### config.mk
export PLATFORM = sky130hd
export DESIGN_NAME = sync_w2r_gray
export DESIGN_NICKNAME = d
export VERILOG_FILES = /design/src/rtl/sync_w2r_gray_pkg.sv /design/src/rtl/sync_chain.sv /design/src/rtl/sync_w2r_gray.sv
export SDC_FILE = /design/constraint.sdc
export NUM_CORES = 1
export LEC_CHECK = 0
export CORE_AREA = 10 10 107 61
export DETAILED_ROUTE_END_ITERATION = 12
export DIE_AREA = 0 0 117 71
export PLACE_DENSITY = 0.62
export SKIP_LAST_GASP = 1
export SYNTH_ARGS = -nofsm -noshare
export SYNTH_HDL_FRONTEND = slang
export SYNTH_SLANG_ARGS = --single-unit
### constraint.sdc
create_clock -name rclk -period 2.4 [get_ports rclk]
set_input_delay 0.48 -clock rclk [delete_from_list [all_inputs] [get_ports rclk]]
set_output_delay 0.48 -clock rclk [all_outputs]
set_load 0.02 [all_outputs]
### src/rtl/sync_w2r_gray_pkg.sv
// Shared definitions for the write-to-read pointer synchronizer:
// default address width, pointer type, FSM state type and Gray helpers.
package definitions;

    localparam int ADDRSIZE = 4;

    typedef logic [ADDRSIZE:0] ptr_t;

    // Helpers work on a 32-bit word so any pointer width up to 32 bits can
    // use them; callers zero-extend in and truncate out with size casts.
    typedef logic [31:0] word_t;

    typedef enum logic {
        PRIME = 1'b0,
        RUN   = 1'b1
    } sync_state_t;

    function automatic word_t gray2bin(input word_t g);
        word_t b;
        b[31] = g[31];
        for (int i = 30; i >= 0; i--) begin
            b[i] = b[i+1] ^ g[i];
        end
        return b;
    endfunction

    function automatic word_t bin2gray(input word_t b);
        return b ^ (b >> 1);
    endfunction

    function automatic int unsigned popcount(input word_t v);
        int unsigned n;
        n = 0;
        for (int i = 0; i < 32; i++) begin
            if (v[i]) begin
                n++;
            end
        end
        return n;
    endfunction

endpackage

### src/rtl/sync_chain.sv
// Parametrised multi-flop synchronizer chain with synchronous active-high
// reset. The first stage samples the asynchronous input directly.
module sync_chain
    import definitions::*;
#(
    parameter int WIDTH  = 5,
    parameter int STAGES = 2
) (
    input  logic             clk,
    input  logic             rst,
    input  logic [WIDTH-1:0] d,
    output logic [WIDTH-1:0] q
);

    logic [WIDTH-1:0] stage [STAGES];

    // Shift the incoming value one flop deeper every clock; reset empties the chain.
    always_ff @(posedge clk) begin
        if (rst) begin
            for (int i = 0; i < STAGES; i++) begin
                stage[i] <= '0;
            end
        end else begin
            stage[0] <= d;
            for (int i = 1; i < STAGES; i++) begin
                stage[i] <= stage[i-1];
            end
        end
    end

    assign q = stage[STAGES-1];

endmodule

### src/rtl/sync_w2r_gray.sv
// Read-domain view of the asynchronous FIFO write pointer: synchronizes the
// Gray pointer, converts it to binary, derives fill/empty status against the
// local read pointer, and reports pointer advance and sticky sanity errors.
module sync_w2r_gray #(
    parameter int ADDRSIZE    = definitions::ADDRSIZE,
    parameter int SYNC_STAGES = 2,
    parameter int AE_THRESH   = 2
) (
    input  logic              rclk,
    input  logic              rrst,
    input  logic [ADDRSIZE:0] wptr_gray,
    input  logic [ADDRSIZE:0] rptr_bin,
    input  logic              err_clr,
    output logic [ADDRSIZE:0] rq_wptr_gray,
    output logic [ADDRSIZE:0] rq_wptr_bin,
    output logic [ADDRSIZE:0] rfill,
    output logic              rempty,
    output logic              ralmost_empty,
    output logic              wptr_adv,
    output logic [ADDRSIZE:0] adv_cnt,
    output logic              gray_err,
    output logic              fill_ovf
);

    import definitions::*;

    localparam int PW = ADDRSIZE + 1;

    // A pointer that has run more than a full FIFO ahead of the reader.
    localparam logic [ADDRSIZE:0] FULL_LEVEL = {1'b1, {ADDRSIZE{1'b0}}};
    localparam logic [ADDRSIZE:0] AE_LEVEL   = PW'(AE_THRESH);
    localparam logic [2:0]        PRIME_LAST = 3'(SYNC_STAGES);

    generate
        if ((SYNC_STAGES < 2) || (SYNC_STAGES > 4)) begin : g_bad_stages
            $error("sync_w2r_gray: SYNC_STAGES must be 2..4");
        end
        if ((ADDRSIZE < 1) || (ADDRSIZE > 30)) begin : g_bad_addrsize
            $error("sync_w2r_gray: ADDRSIZE must be 1..30");
        end
    endgenerate

    sync_state_t       state;
    sync_state_t       state_nxt;
    logic [2:0]        prime_cnt;
    logic [2:0]        prime_cnt_nxt;
    logic              run;

    logic [ADDRSIZE:0] prev_gray;
    logic [ADDRSIZE:0] synced_bin;
    logic [ADDRSIZE:0] step;
    logic              gray_bad;
    logic              ovf_hit;

    sync_chain #(
        .WIDTH  (PW),
        .STAGES (SYNC_STAGES)
    ) u_wptr_chain (
        .clk (rclk),
        .rst (rrst),
        .d   (wptr_gray),
        .q   (rq_wptr_gray)
    );

    // PRIME/RUN state register; reset always restarts the priming window.
    always_ff @(posedge rclk) begin
        if (rrst) begin
            state     <= PRIME;
            prime_cnt <= '0;
        end else begin
            state     <= state_nxt;
            prime_cnt <= prime_cnt_nxt;
        end
    end

    // Stay in PRIME long enough for the chain and binary register to fill with real samples.
    always_comb begin
        state_nxt     = state;
        prime_cnt_nxt = prime_cnt;
        run           = 1'b0;
        case (state)
            PRIME: begin
                if (prime_cnt == PRIME_LAST) begin
                    state_nxt = RUN;
                end else begin
                    prime_cnt_nxt = prime_cnt + 3'd1;
                end
            end
            RUN: begin
                run = 1'b1;
            end
            default: begin
                state_nxt     = PRIME;
                prime_cnt_nxt = '0;
            end
        endcase
    end

    // Decode the synchronized pointer and compare it with the previous samples.
    always_comb begin
        synced_bin = PW'(gray2bin(32'(rq_wptr_gray)));
        step       = synced_bin - rq_wptr_bin;
        gray_bad   = popcount(32'(rq_wptr_gray ^ prev_gray)) > 1;
    end

    assign rfill         = rq_wptr_bin - rptr_bin;
    assign rempty        = (rfill == '0);
    assign ralmost_empty = (rfill <= AE_LEVEL);
    assign ovf_hit       = (rfill > FULL_LEVEL);

    // Register the binary pointer and advance info; error flags are sticky, set beats clear, and nothing can set while priming.
    always_ff @(posedge rclk) begin
        if (rrst) begin
            rq_wptr_bin <= '0;
            prev_gray   <= '0;
            wptr_adv    <= 1'b0;
            adv_cnt     <= '0;
            gray_err    <= 1'b0;
            fill_ovf    <= 1'b0;
        end else begin
            rq_wptr_bin <= synced_bin;
            prev_gray   <= rq_wptr_gray;
            wptr_adv    <= run && (synced_bin != rq_wptr_bin);
            adv_cnt     <= (run && (synced_bin != rq_wptr_bin)) ? step : '0;
            gray_err    <= (run && gray_bad) || (gray_err && !err_clr);
            fill_ovf    <= (run && ovf_hit) || (fill_ovf && !err_clr);
        end
    end

endmodule
=== Word level (Yosys, flattened, before mapping) ===
Memory sizes are Yosys's and may differ from the RTL's.
Cells that the tools add are included.

* Bitwise operators: 10
* Mux-type cells: 40
* Add/subtract/negate cells: 34
* Magnitude comparators: 3
* Equal/unequal tests: 2
* Reductions and logical operators: 11

{| class="wikitable"
|+ Operators by type and width
! kind !! count
|-
| 32-bit by 1-bit adder with 32-bit output, second input constant || 31
|-
| 32-bit two-way mux || 31
|-
| 32-bit by 1-bit greater-than comparator with 1-bit output, second input constant || 1
|-
| 5-bit two-way mux || 2
|-
| 5-bit subtractor || 2
|-
| 1-bit two-way mux || 7
|-
| 5-bit greater-than comparator, second input constant || 1
|-
| 5-bit by 2-bit <= comparator with 1-bit output, second input constant || 1
|-
| 1-bit logical AND || 5
|-
| 5-bit zero test || 1
|-
| 5-bit inequality test || 1
|-
| 5-bit XOR || 1
|-
| 1-bit XOR || 4
|-
| 3-bit by 1-bit adder with 3-bit output, second input constant || 1
|-
| 3-bit by 2-bit == test with 1-bit output, second input constant || 1
|-
| 1-bit NOT || 3
|-
| 1-bit logical OR || 2
|-
| 1-bit OR || 2
|-
| 2-bit AND reduction || 1
|-
| 2-bit OR reduction || 1
|-
| 1-bit zero test || 1
|}

* Input port bits: 13
* Register bits after elaboration: 22
* Logic and storage cells: 109
* Memory bits (writable): 10
* Output and inout port bits: 25
* Memories: 1

{| class="wikitable"
|+ Memories
! memory !! words !! bits a word !! rd ports !! clocked after memory_dff !! wr ports !! line !! RTL
|-
| u_wptr_chain.stage || 2 || 5 || 2 || 0 || 2 || sync_chain.sv:15 || <nowiki>logic [WIDTH-1:0] stage [STAGES];</nowiki>
|}

=== Depth between registers and ports, before layout ===
Gate-level depths: netlist of run 1.

* Word-level depth: 67
* Depth in mapped cells: 13
* Gate-level depth less buffers: 13

=== Hierarchy ===
A second synthesis of run 1 with hierarchy kept.

* Cell total of the unflattened synthesis: 164
* Area, all modules: 1561.5 um2

{| class="wikitable"
|+ By module, submodules not included
! module !! times used !! area each (um2) !! sequential area each (um2) !! cells each
|-
| sync_w2r_gray || 1 || 1261.2 || 420.4 || 139
|-
| sync_chain || 1 || 300.3 || 200.2 || 25
|}

=== Worst setup path after synthesis of run 1 ===
No wires, ideal clock.

* Kind: input port to output port
* From: input rptr_bin[0]
* To: output rempty
* Data required time: 1.920 ns
* Arrival: 2.413 ns
* Slack: -0.493 ns
* Stages on the path: 7
* Cell sequence: ha_1 > inv_1 > fa_1 > a21o_1 > a21oi_1 > xnor2_1 > nor4_1

* Cells in the longest elaborated chain, start to end: 2

{| class="wikitable"
|+ Ends and longest elaborated chain
! item !! line !! RTL
|-
| start, declared || sync_w2r_gray.sv:12 || <nowiki>input logic [ADDRSIZE:0] rptr_bin,</nowiki>
|-
| 5-bit subtractor || sync_w2r_gray.sv:106 || <nowiki>assign rfill = rq_wptr_bin - rptr_bin;</nowiki>
|-
| net rfill[4] || sync_w2r_gray.sv:16 || <nowiki>output logic [ADDRSIZE:0] rfill,</nowiki>
|-
| 5-bit zero test || sync_w2r_gray.sv:107 || <nowiki>assign rempty = (rfill == '0);</nowiki>
|-
| end, declared || sync_w2r_gray.sv:17 || <nowiki>output logic rempty,</nowiki>
|}

The timed path passes the listed nets, and every way through them passes these cells.

=== Final worst setup path of run 1 ===
* From: input rptr_bin[1]
* To: output ralmost_empty

* Cells in the longest elaborated chain, start to end: 2

{| class="wikitable"
|+ Ends and longest elaborated chain
! item !! line !! RTL
|-
| 5-bit subtractor || sync_w2r_gray.sv:106 ||
|-
| 5-bit by 2-bit <= comparator with 1-bit output || sync_w2r_gray.sv:108 || <nowiki>assign ralmost_empty = (rfill <= AE_LEVEL);</nowiki>
|-
| end, declared || sync_w2r_gray.sv:18 || <nowiki>output logic ralmost_empty,</nowiki>
|}

No other way between the ends.

==> results.toml, run 1 <==
[status]
status = "finished with violations"
violations = "negative setup slack"

[yosys]
syn_nets = 200
synth_edf_count = 0
yosys_most_used_dff = "dfxtp_1"
synth_area_um2 = 1590
async_flop_share = 0
yosys_warnings = 0
netlist_instances = 171
syn_area_per_cell_um2 = 9.30
synth_cell_types = 32
synth_seq_cells = 31
seq_area_frac_synth = 0.390

[setup_path]
worstSetupPathType = "input pin to output port"
r2r_start = "u_wptr_chain.stage[0][6]"
required_ns = 1.92
cp-start-kind = "input pin"
worstPathMaxFanout = 3
worstPathArrival_ns = 2.23
worst_setup_path_end_kind = "output port"
r2r_cells = 13
reg2reg_setup_slack_ns = 0.04
timing.rr.end = "gray_err"

[finish]
final_common_cell = "buf_4"
drive_gt1_frac = 0.415
fin_nets = 274
fillCellCount = 418
antennaDiodeCount = 0
layout_common_cells = "buf_4, clkdlybuf4s50_1, dfxtp_1, nor2b_1, nor2_1"
area_growth_syn_to_layout_pct = 67.4
fin_util = 0.563
stdcell_area_um2 = 2660

[grt]
grt_max_degree = 20
antenna_found_initial = 0
grt-ovfl-total = 0
grt_usage = 0.0977
grt_first_pass_wirelength_um = 6390
grt_pass1_vias = 1321

[power]
swShare = 0.318
power_switching_uw = 573
ir_worst_vdd_v = 0.000534
power_frac_seq = 0.335
power_uw = 1800
power_density_nw_per_um2 = 676
pwr-share-clk = 0.289
leakagePower_uw = 0.00117
p_int_uw = 1230
pwr-share-comb = 0.375

[clock_network]
clock-root-buffer = "clkbuf_8"
h-tree-depth = 2
insertion_delay_ns = 0.29
cts_tree = "done"
clk_pin_slew_worst_paths_ns = 0.07
hold_buffers = 0
clockBufferDepth = 2
cts.sinks = 31
numCtsBuffers = 5

[route]
vias = 1341
drt_iter0_drc = 40
viasPerCell = 4.38
drc = 0
first_pass_iters = 4
routedWlPerCell_um = 13.0
ant_nets = 0
wirelength_um = 3970

[timing]
slew_violations = 0
post-route-period-util = 1.13
hold_violations = 0
finalCriticalPeriod_ns = 2.71
worst_slack_ns = -0.307
finalSetupViolations = 4
fin_tns_setup_ns = -0.673
tightest_slew_ns = 0.678
rsz0062_at_grt = "yes"
fin_skew_ns = 0.00879
fmax_mhz = 369
relSlewSlack = 0.546

[min_path]
hold_end = "u_wptr_chain.stage[0][5]"
holdPathStages = 1
hold_path_class = "register to register"
hold_start = "u_wptr_chain.stage[0][0]"

[place]
port_buffers = 37
globalplace.congestion = 0.874
dpl_cell_area_um2 = 2290
hpwlAfterDp_um = 2880

[floorplanning]
num_rows = 18
fp.dieH_um = 71
start_util = 0.336
pin_count = 38
core_area_um2 = 4730
die_area_um2 = 8310
die_w_um = 117

[run]
cap_violations = 0
==> final cells by class <==
| cell class | instances | area (um2) | share of cell area |
|---|---|---|---|
| sequential | 31 | 631 | 0.237 |
| clock inverter | 3 | 43.8 | 0.0164 |
| clock buffer | 5 | 68.8 | 0.0258 |
| timing repair buffer | 75 | 658 | 0.247 |
| multi-input combinational | 111 | 1090 | 0.410 |
| tap | 60 | 75.1 | 0.0282 |
| inverter | 21 | 95.1 | 0.0357 |
==> cells by family (layout without fill, tap and decap cells) <==
family,after synthesis,after routing,synth area share
AOI/OAI and AO/OA,22,22,0.0999
xor gates and xnor gates,19,19,0.109
adders and majority gates,16,16,0.135
DFF,31,31,0.390
muxes,2,2,0.0126
and+or+nand+nor,52,52,0.170
buffers and inverters,29,104,0.0826
==> synthesized netlist by cell type (all sizes together) (2+ instances only) <==
master	number	area, um2
nor2b	19	119
mux2i	2	20.0
a2111oi	2	23.8
xnor2	11	104
dfxtp	31	621
clkbuf	2	7.51
ha	14	175
nor4	2	12.5
nand2	4	15.0
nor2	17	63.8
inv	21	78.8
xor2	8	70.1
buf	6	45.0
a21o	4	30.0
or3	2	12.5
a22oi	2	20.0
and2	4	25.0
a21oi	6	30.0
o21ai	3	15.0
fa	2	40.0
==> metrics by stage <==
step	std cells	hold slack, ns	worst slack [ns]
after global routing	306	0.447	-0.347
after global placement	287	0.418	-1.23
after CTS	302	0.438	-0.326
final	306	0.437	-0.307
after detailed placement	287	0.421	-1.25
after floorplan	171	0.414	-0.0772
==> routing by layer <==
layer / share of wire / track usage
met2: 0.44 / 0.141
met5: 0 / 0
met1: 0.49 / 0.127
met3: 0.056 / 0.0412
met4: 0.016 / 0.0354
==> sequential cells by signal (all words and copies together), names as in the netlist <==
name and flops:
adv_cnt 5, fill_ovf 1, gray_err 1, prev_gray 4
prime_cnt 3, rq_wptr_bin 5, state 1, u_wptr_chain.stage 10
wptr_adv 1
==> worst max-delay path, stage by stage <==
cell and delay, ns:
buf_6 0.11, inv_16 0.03, ha_4 0.22, nor2b_4 0.12, o21a_1 0.20, or3_4 0.37
and2_4 0.19, a2111oi_4 0.31, buf_4 0.19
==> timing repair <==
action,CTS,global route
pin swaps,20,18
setup endpoints to repair,10,11
buffers inserted,8,5
resized for setup,59,22
==> power by group through the flow <==
| stage | registers [uW] | logic [uW] | clock network, uW |
|---|---|---|---|
| 3_5_place_dp | 612 | 580 | 0 |
| 3_3_place_gp | 610 | 579 | 0 |
| 4_1_cts | 602 | 630 | 533 |
| 6_report | 604 | 676 | 521 |
| 2_1_floorplan | 632 | 329 | 0 |
| 5_1_grt | 612 | 739 | 561 |
==> worst max-delay path by stage <==
stage / start / endpoint
after floorplan: rptr_bin[1] / ralmost_empty
after global placement: rptr_bin[1] / ralmost_empty
after detailed placement: rptr_bin[1] / ralmost_empty
after CTS: rq_wptr_bin[0] / ralmost_empty
after global routing: rq_wptr_bin[1] / ralmost_empty
final: rptr_bin[1] / ralmost_empty
No activity file was read; power rests on OpenSTA's default activity.
==> run 2: changes to the inputs <==
--- a/config.mk
+++ b/config.mk
@@ -6,6 +6,7 @@
 export NUM_CORES = 1
 export LEC_CHECK = 0
 export CORE_AREA = 10 10 107 61
+export CTS_BUF_LIST = sky130_fd_sc_hd__clkbuf_2 sky130_fd_sc_hd__clkbuf_4 sky130_fd_sc_hd__clkbuf_8
 export DETAILED_ROUTE_END_ITERATION = 12
 export DIE_AREA = 0 0 117 71
 export PLACE_DENSITY = 0.62
==> results of run 2 <==
No change in the layout: final DEF, timing and power equal those of run 1.
==> run 3: changes to the inputs <==
--- a/config.mk
+++ b/config.mk
@@ -11,6 +11,7 @@
 export DIE_AREA = 0 0 117 71
 export PLACE_DENSITY = 0.62
 export SKIP_LAST_GASP = 1
+export SLEW_MARGIN = 20
 export SYNTH_ARGS = -nofsm -noshare
 export SYNTH_HDL_FRONTEND = slang
 export SYNTH_SLANG_ARGS = --single-unit
==> results of run 3 <==
No change in the layout: final DEF, timing and power equal those of run 1.
